===== src/rtl/pool_pkg.sv =====
// Shared constants and helpers for the 2x2 stride-2 pooling engine.
package pool_pkg;

  // Per-frame reduction select, latched on the first pixel of a frame.
  localparam logic POOL_MAX = 1'b0;
  localparam logic POOL_AVG = 1'b1;

  // Row-parity phase; the phase register is row[0] itself.
  localparam logic PH_EVEN_ROW = 1'b0;
  localparam logic PH_ODD_ROW  = 1'b1;

  // Ceil(log2(value)), never less than 1 so counters always have a bit.
  function automatic int unsigned clog2(input int unsigned value);
    int unsigned result;
    result = 0;
    for (int unsigned v = value - 1; v > 0; v = v >> 1) begin
      result++;
    end
    if (result == 0) begin
      result = 1;
    end
    return result;
  endfunction

endpackage


===== src/rtl/pool_line_buffer.sv =====
// Flop-based line buffer holding one partial per horizontal pixel pair of an even row.
module pool_line_buffer #(
  parameter int unsigned DEPTH = 4,
  parameter int unsigned DW    = 33,
  parameter int unsigned AW    = 2
) (
  input  logic          clk,
  input  logic          we,
  input  logic [AW-1:0] waddr,
  input  logic [DW-1:0] wdata,
  input  logic [AW-1:0] raddr,
  output logic [DW-1:0] rdata
);

  logic [DW-1:0] mem [DEPTH];

  // Storage is always written on the even row before the odd row reads it.
  always_ff @(posedge clk) begin
    if (we) begin
      mem[waddr] <= wdata;
    end
  end

  assign rdata = mem[raddr];

endmodule


===== src/rtl/stream_pool2x2.sv =====
// Streaming 2x2 / stride-2 max or average pooling over a raster-order pixel stream.
module stream_pool2x2
  import pool_pkg::*;
#(
  parameter int unsigned WIDTH     = 32,
  parameter int unsigned FRAC_BITS = 30,
  parameter int unsigned IMG_W     = 8,
  parameter int unsigned IMG_H     = 8
) (
  input  logic             clk,
  input  logic             rst_n,
  input  logic             mode,
  input  logic             in_valid,
  output logic             in_ready,
  input  logic [WIDTH-1:0] in_data,
  output logic             out_valid,
  input  logic             out_ready,
  output logic [WIDTH-1:0] out_data,
  output logic             out_last
);

  localparam int unsigned CW       = clog2(IMG_W);
  localparam int unsigned RW       = clog2(IMG_H);
  localparam int unsigned LB_DEPTH = IMG_W / 2;
  localparam int unsigned LB_AW    = clog2(LB_DEPTH);

  if ((IMG_W < 2) || ((IMG_W % 2) != 0)) begin : g_bad_img_w
    $error("stream_pool2x2: IMG_W must be even and >= 2");
  end
  if ((IMG_H < 2) || ((IMG_H % 2) != 0)) begin : g_bad_img_h
    $error("stream_pool2x2: IMG_H must be even and >= 2");
  end
  if (FRAC_BITS > WIDTH) begin : g_bad_frac
    $error("stream_pool2x2: FRAC_BITS cannot exceed WIDTH");
  end

  logic [CW-1:0]    col_q;
  logic [RW-1:0]    row_q;
  logic             mode_q;
  logic [WIDTH-1:0] hold_q;

  logic             phase;
  logic             col_odd;
  logic             col_last;
  logic             row_last;
  logic             emit_pos;
  logic             accept;

  logic             lb_we;
  logic [LB_AW-1:0] lb_addr;
  logic [WIDTH:0]   lb_wdata;
  logic [WIDTH:0]   lb_rdata;

  logic [WIDTH-1:0] pair_max;
  logic [WIDTH+1:0] win_sum;
  logic [WIDTH-1:0] win_result;

  assign phase    = row_q[0];
  assign col_odd  = col_q[0];
  assign col_last = (col_q == CW'(IMG_W - 1));
  assign row_last = (row_q == RW'(IMG_H - 1));
  assign emit_pos = col_odd & (phase == PH_ODD_ROW);

  // Only an emit beat facing a full, unread output register is stalled.
  assign in_ready = ~(emit_pos & out_valid & ~out_ready);
  assign accept   = in_valid & in_ready;

  assign lb_we   = accept & col_odd & (phase == PH_EVEN_ROW);
  assign lb_addr = LB_AW'(col_q >> 1);

  // Pair reduction for the even row, and the 2x2 window reduction for the odd row.
  always_comb begin
    pair_max   = (hold_q > in_data) ? hold_q : in_data;
    lb_wdata   = {1'b0, pair_max};
    win_sum    = {1'b0, lb_rdata} + {2'b00, hold_q} + {2'b00, in_data};
    win_result = (lb_rdata[WIDTH-1:0] > pair_max) ? lb_rdata[WIDTH-1:0] : pair_max;
    if (mode_q == POOL_AVG) begin
      lb_wdata   = {1'b0, hold_q} + {1'b0, in_data};
      win_result = win_sum[WIDTH+1:2];
    end
  end

  pool_line_buffer #(
    .DEPTH (LB_DEPTH),
    .DW    (WIDTH + 1),
    .AW    (LB_AW)
  ) u_line_buffer (
    .clk   (clk),
    .we    (lb_we),
    .waddr (lb_addr),
    .wdata (lb_wdata),
    .raddr (lb_addr),
    .rdata (lb_rdata)
  );

  // Raster position counters; row[0] doubles as the even/odd row phase.
  always_ff @(posedge clk or negedge rst_n) begin
    if (!rst_n) begin
      col_q <= '0;
      row_q <= '0;
    end else if (accept) begin
      if (col_last) begin
        col_q <= '0;
        row_q <= row_last ? '0 : row_q + RW'(1);
      end else begin
        col_q <= col_q + CW'(1);
      end
    end
  end

  // Frame mode latch and even-column pixel hold.
  always_ff @(posedge clk or negedge rst_n) begin
    if (!rst_n) begin
      mode_q <= POOL_MAX;
      hold_q <= '0;
    end else if (accept) begin
      if ((col_q == '0) && (row_q == '0)) begin
        mode_q <= mode;
      end
      if (!col_odd) begin
        hold_q <= in_data;
      end
    end
  end

  // Single-entry output register; a reload in the drain cycle keeps it valid.
  always_ff @(posedge clk or negedge rst_n) begin
    if (!rst_n) begin
      out_valid <= 1'b0;
      out_data  <= '0;
      out_last  <= 1'b0;
    end else if (accept && emit_pos) begin
      out_valid <= 1'b1;
      out_data  <= win_result;
      out_last  <= row_last & col_last;
    end else if (out_ready) begin
      out_valid <= 1'b0;
    end
  end

endmodule


===== config.mk =====
export PLATFORM = sky130hd
export DESIGN_NAME = stream_pool2x2
export DESIGN_NICKNAME = d
export VERILOG_FILES = /design/src/rtl/pool_pkg.sv /design/src/rtl/pool_line_buffer.sv /design/src/rtl/stream_pool2x2.sv
export SDC_FILE = /design/constraint.sdc
export NUM_CORES = 1
export LEC_CHECK = 0
export ABC_AREA = 1
export CAP_MARGIN = 5
export CORE_ASPECT_RATIO = 1.4
export CORE_MARGIN = 5
export CORE_UTILIZATION = 51
export DETAILED_ROUTE_END_ITERATION = 8
export GPL_TIMING_DRIVEN = 1
export PLACE_DENSITY = 0.75
export SYNTH_ARGS = -nofsm -noshare
export SYNTH_HDL_FRONTEND = slang
export SYNTH_SLANG_ARGS = --single-unit

===== constraint.sdc =====
create_clock -name clk -period 4.7 [get_ports clk]
set_input_delay 0.705 -clock clk [delete_from_list [all_inputs] [get_ports clk]]
set_output_delay 0.705 -clock clk [all_outputs]
set_load 0.05 [all_outputs]

==> summary.txt, run 1 <==
GRT
  • Vias in the first global route: 13700
  • First-pass GRT wire length: 73.3 mm
  • Total gr overflow: 0
  • Largest net degree at the start of global routing: 74
  • Initial antenna violation count: 0
  • Total GRT Usage: 28.2%

Floorplan
  • Core box area: 29200 sq um
  • Initial Util: 51.7%
  • Die X: 155 um
  • Chip Height: 214 um
  • Row cnt: 74
  • Ports: 72
  • Area of the die: 33200 sq um

Clocking
  • Worst skew pair latency: 530 ps
  • Hold buffers post-CTS: 0
  • Clock Sink Count: 205
  • CTS max path bufs: 3
  • Inserted Clock Buffers: 22
  • CTS tree: built
  • Root Driver: clkbuf_16
  • Clk slew on worst S/H paths: 70 ps
  • H-tree lvl count: 1

Routing
  • Routed len/inst: 19.5 um
  • DRC Markers: 0
  • Avg Vias per Cell: 5.72
  • Routed Antenna Nets: 0
  • TritonRoute pass-1 iters: 6
  • Detailed router's first-iteration violation count: 1470
  • WL final: 48.1 mm
  • Via Count: 14100

Critical path
  • Required @ worst endpoint: 5090 ps
  • Worst Setup End Kind: register
  • Critical path fanouts, max: 20
  • Critical path data arrival time: 4890 ps
  • Crit path capture: out_data[6]
  • Crit path from: in_data[29]
  • R2r endpoint: out_data[23]
  • Setup CP Type: in -> reg
  • R2R depth: 22
  • R2r startpoint: col_q[2]
  • R2R Setup Slk: 300 ps
  • Worst setup SP type: input pin

Synthesis
  • Area contributors post-synth: edfxtp_1 (26%), dfrtp_1 (12%), ha_1 (11%)
  • Post-synthesis cell area: 15100 sq um
  • Sequential area share after synthesis: 38.4%
  • Top_reg_cell synth: edfxtp_1
  • Synthesized area per cell: 8.20 sq um
  • YS warnings: 0
  • Register bit count reported by yosys: 205
  • Share of the synthesized area in the top cell type: 26.3%
  • Most common cell in the netlist: nand2_1
  • Post-synth EDFFs: 132
  • Post-synth ARST share: 35.6%
  • Synth unique cells: 53
  • Cell count after synthesis: 1840
  • Syn Nets: 2043
  • Cell taking the most area after synthesis: edfxtp_1
  • Most frequent cells after synthesis: nand2_1 (437), inv_1 (208), o21ai_0 (163)

Min path
  • Hold Path Class: in -> async

Cells and area
  • Syn-to-layout area delta: 21.2%
  • # nets final: 2272
  • Inserted Diodes: 0
  • Share of cells above drive strength 1: 13.6%

Timing
  • Measured slew at the worst slew-check pin: 1220 ps
  • Final Cycle Share: 95.6%
  • Post-route minimum period: 4490 ps
  • Max-slew headroom: 18.8%
  • Fmax: 223 MHz
  • Final clock skew: 25.1 ps
  • RSZ-0062 raised after global routing: yes
  • Hold Fails Final Rpt: 0
  • Final setup fails: 0
  • Setup TNS: 0 ps
  • Pins Over Slew Limit: 0

Placement
  • RePlAce Congestion: 1.06
  • I/O Buffers: 71
  • DP HPWL: 36.8 mm

Run status
  • Status: complete, no violations

Flow run
  • Max-Cap Viols: 0
==> metal layers <==
metal / track usage [%] / share of wire (%)
met1: 38.0 / 42
met2: 46.5 / 46
met3: 3.07 / 6.8
met4: 12.0 / 4.7
met5: 0 / 0
==> cells in the final DEF (no fill, tap or decap), types with 72 or more instances in the layout <==
cell type,n
ha_1,133
nor2_1,107
edfxtp_1,132
nand2_1,435
inv_1,207
nand3_1,122
o21ai_0,161
buf_4,183
a21oi_1,120
dfrtp_1,72
==> critical path: stages <==
cell	delay (ps)
clkdlybuf4s50_1	510
inv_1	80
ha_1	340
a21oi_1	150
o21ai_0	100
a21o_1	200
a21oi_1	220
nand2_4	160
nand2_8	200
buf_4	140
nand2_1	40
nand2_1	70
inv_1	60
ha_1	280
nand2_1	130
nor4_1	500
nand3_1	160
nand2_1	170
inv_2	60
buf_12	150
buf_4	150
o21bai_1	190
a21boi_1	90
==> state kept, by name (all words and copies together), names as in the netlist <==
signal and count:
out_data 32, out_last 1, col_q 3, u_line_buffer.mem 132, hold_q 32, row_q 3
mode_q 1, out_valid 1
==> how the worst min path moves through the flow <==
stage                  from      endpoint  slack [ps]  cells past startpoint
2_1_floorplan         rst_n      col_q[0]         410                      0
5_1_grt               rst_n      out_last         430                      1
4_1_cts               rst_n      out_last         410                      1
3_3_place_gp   out_data[31]  out_data[31]         460                      2
6_report              rst_n      out_last         340                      1
3_5_place_dp   out_data[20]  out_data[20]         470                      2
==> cell families after synthesis <==
family | synth area share, %
xor+xnor | 0.871
simple gates | 21.3
fa+ha+maj | 15.4
buf+inv | 6.96
flops | 38.4
compound gates | 17.0
==> layout make-up <==
type                       count  area [sq um]
clock inverter                16           156
fill                        2495         10900
multi-input combinational   1369          8300
tap                          380           475
sequential                   205          5790
timing repair buffer         259          2190
clock buffer                  24           579
inverter                     212           800
==> what timing repair did <==
action                     in CTS  in global routing
resized for setup               0                  9
setup endpoints to repair       0                 32
setup buffers                   0                  3
==> through the flow <==
step	instances	area (sq um)	hold WS (ps)	setup WS (ps)	utilization [%]
2_1_floorplan	1840	15100	409	696	-
3_3_place_gp	2421	17500	462	-173	59.9
3_5_place_dp	2421	17500	466	-316	59.9
4_1_cts	2461	18200	413	225	62.4
5_1_grt	2465	18300	435	-1.17	62.7
6_report	2465	18300	343	206	62.7
Power of run 1 is left out: the tool's default activity adds up to more than one toggle a clock period on the data nets, which glitch-free logic cannot reach.
==> run 2: changes to the inputs <==
- ABC_AREA: 1 -> unset
- CTS_CLUSTER_DIAMETER: unset -> 50
==> summary.txt, run 2 <==
Run status
  • Status: finished with violations
  • Failing checks: negative setup slack

Synthesis
  • Top_reg_cell synth: edfxtp_1
  • Synth unique cells: 69
  • Sequential area share after synthesis: 41.0%
  • Cell taking the most area after synthesis: edfxtp_1
  • Share of the synthesized area in the top cell type: 28.0%
  • Synthesized area per cell: 11.0 sq um
  • Area contributors post-synth: edfxtp_1 (28%), dfrtp_1 (13%), ha_1 (12%)
  • Post-synthesis cell area: 14100 sq um
  • Most frequent cells after synthesis: ha_1 (133), edfxtp_1 (132), a21oi_1 (102)
  • YS warnings: 0
  • Post-synth ARST share: 35.6%
  • Post-synth EDFFs: 132
  • Most common cell in the netlist: ha_1
  • Cell count after synthesis: 1283
  • Register bit count reported by yosys: 205
  • Syn Nets: 1486

Timing
  • Post-route minimum period: 4840 ps
  • Final clock skew: 13.2 ps
  • Pins Over Slew Limit: 0
  • RSZ-0062 raised after global routing: yes
  • Final setup fails: 16
  • Hold Fails Final Rpt: 0
  • Fmax: 207 MHz
  • Max-slew headroom: 45.9%
  • Setup ws final: -137 ps
  • Measured slew at the worst slew-check pin: 812 ps
  • Final Cycle Share: 103%

Critical path
  • Most used cell, CP: buf_12
  • Worst setup SP type: register
  • Slowest Stage Delay on Critical Path: 420 ps
  • R2r startpoint: hold_q[9]
  • R2R depth: 25
  • CP bufs+invs: 7
  • Critical path fanouts, max: 8
  • Setup CP Type: reg -> reg
  • R2r endpoint: out_data[9]
  • Worst path slowest cell: dfrtp_1
  • Family with the most delay on the worst path: compound AO/OA/AOI/OAI gates
  • Worst Setup End Kind: register
  • Critical path data arrival time: 5300 ps
  • Required @ worst endpoint: 5160 ps
  • R2R Setup Slk: -140 ps

Placement
  • Pre-CTS setup slack: -1290 ps
  • DP Area: 17200 sq um
  • RePlAce Congestion: 0.949
  • DP HPWL: 31.5 mm
  • I/O Buffers: 71

Routing
  • DRC Markers: 0
  • WL final: 43.1 mm
  • Routed Antenna Nets: 0
  • Via Count: 11900
  • TritonRoute pass-1 iters: 6
  • Avg Vias per Cell: 6.03
  • Routed len/inst: 21.8 um
  • Detailed router's first-iteration violation count: 812

GRT
  • First-pass GRT wire length: 66.2 mm
  • Total gr overflow: 0
  • Vias in the first global route: 12400
  • Initial antenna violation count: 0
  • Total GRT Usage: 27.1%
  • Largest net degree at the start of global routing: 59

Cells and area
  • Post-route design area: 18900 sq um
  • Area of the multi-input gates: 8670 sq um
  • Syn-to-layout area delta: 33.9%
  • Total area of sequential cells: 5800 sq um
  • Commonest cells after routing, fill and taps aside: buf_4 (236), edfxtp_1 (132), ha_1 (102)
  • Largest regs: u_line_buffer.mem: 132 flops, hold_q: 32 flops, out_data: 32 flops
  • # nets final: 1792
  • Commonest non-fill, non-tap cell in the layout: buf_4
  • Share of cells above drive strength 1: 31.3%
  • Inserted Diodes: 0
  • Largest register by flop count: u_line_buffer.mem
  • Max FFs per register: 132
  • Layout filler cell count: 1958

Floorplan
  • Core box area: 27500 sq um
  • Row cnt: 72
  • Initial Util: 51.5%
  • Chip Height: 207 um
  • Die X: 151 um
  • Ports: 72
  • Area of the die: 31200 sq um

Min path
  • Hold Path Class: in -> async

Clocking
  • Root Driver: clkbuf_16
  • Worst skew pair latency: 540 ps
  • CTS max path bufs: 3
  • CTS tree: built
  • Clk slew on worst S/H paths: 70 ps
  • Inserted Clock Buffers: 26
  • Clock Sink Count: 205
  • H-tree lvl count: 1

Flow run
  • Max-Cap Viols: 0
-- run 2: changes by cell type after synthesis, sizes merged, moves of 21 or more --
| cell | before | now |
|---|---|---|
| a211oi | 2 | 26 |
| a21boi | 21 | 0 |
| a21o | 8 | 39 |
| a22oi | 49 | 3 |
| inv | 211 | 80 |
| mux2i | 0 | 53 |
| mux4 | 0 | 33 |
| nand2 | 439 | 80 |
| nand2b | 0 | 21 |
| nand3 | 122 | 19 |
| nor2 | 112 | 72 |
| o21ai | 182 | 89 |
| or2 | 25 | 4 |
| xnor2 | 4 | 32 |
-- run 2: metal layers --
metal	wire [um]	track usage [%]
met5	0	0
met4	2910	15.1
met3	2190	2.91
met2	22300	48.3
met1	15600	31.3
-- run 2: cell families after synthesis --
kind of cell / Yosys count / synth area share, %
compound gates: 358 / 16.6
fa+ha+maj: 166 / 16.4
buf+inv: 127 / 3.51
xor+xnor: 46 / 2.85
flops: 205 / 41.0
simple gates: 282 / 9.64
mux: 99 / 10.0
-- run 2: worst max path at each step --
| stage | from | end | slack [ps] | depth (start not counted) |
|---|---|---|---|---|
| global placement | in_data[7] | out_data[16] | -1170 | 24 |
| floorplan | in_data[25] | out_data[16] | -80 | 23 |
| finish | hold_q[9] | out_data[9] | -140 | 25 |
| global route | hold_q[9] | out_data[26] | -300 | 23 |
| CTS | hold_q[11] | out_data[16] | -60 | 23 |
| detailed placement | in_data[7] | out_data[16] | -1290 | 24 |
-- run 2: per-stage QoR --
stage | setup TNS, ps | hold WS [ps] | std cells | utilization [%]
6_report | -1180 | 149 | 1979 | 68.9
3_3_place_gp | -33710 | 462 | 1904 | 62.6
4_1_cts | -200 | 153 | 1972 | 68.1
5_1_grt | -5660 | 191 | 1979 | 68.9
3_5_place_dp | -37200 | 470 | 1904 | 62.6
2_1_floorplan | -210 | 409 | 1283 | -
-- run 2: timing repair --
action                                  4_1_cts  5_1_grt
buffers inserted                             18        9
gates cloned                                  2        1
hold endpoints to repair                      0        0
resized for setup                           151       45
hold buffers                                  0        0
endpoints found under the setup margin       32       32
pin swaps                                    38       36
-- run 2: area by class of cell --
| type | instances | share of cell area (%) |
|---|---|---|
| clock buffers | 28 | 3.48 |
| clock inverters | 20 | 1.33 |
| inverters | 80 | 1.72 |
| multi-input cells | 951 | 45.8 |
| flip-flops and latches | 205 | 30.6 |
| well taps | 370 | 2.44 |
| repair buffers | 325 | 14.6 |
Power of run 2 is left out for the same reason.
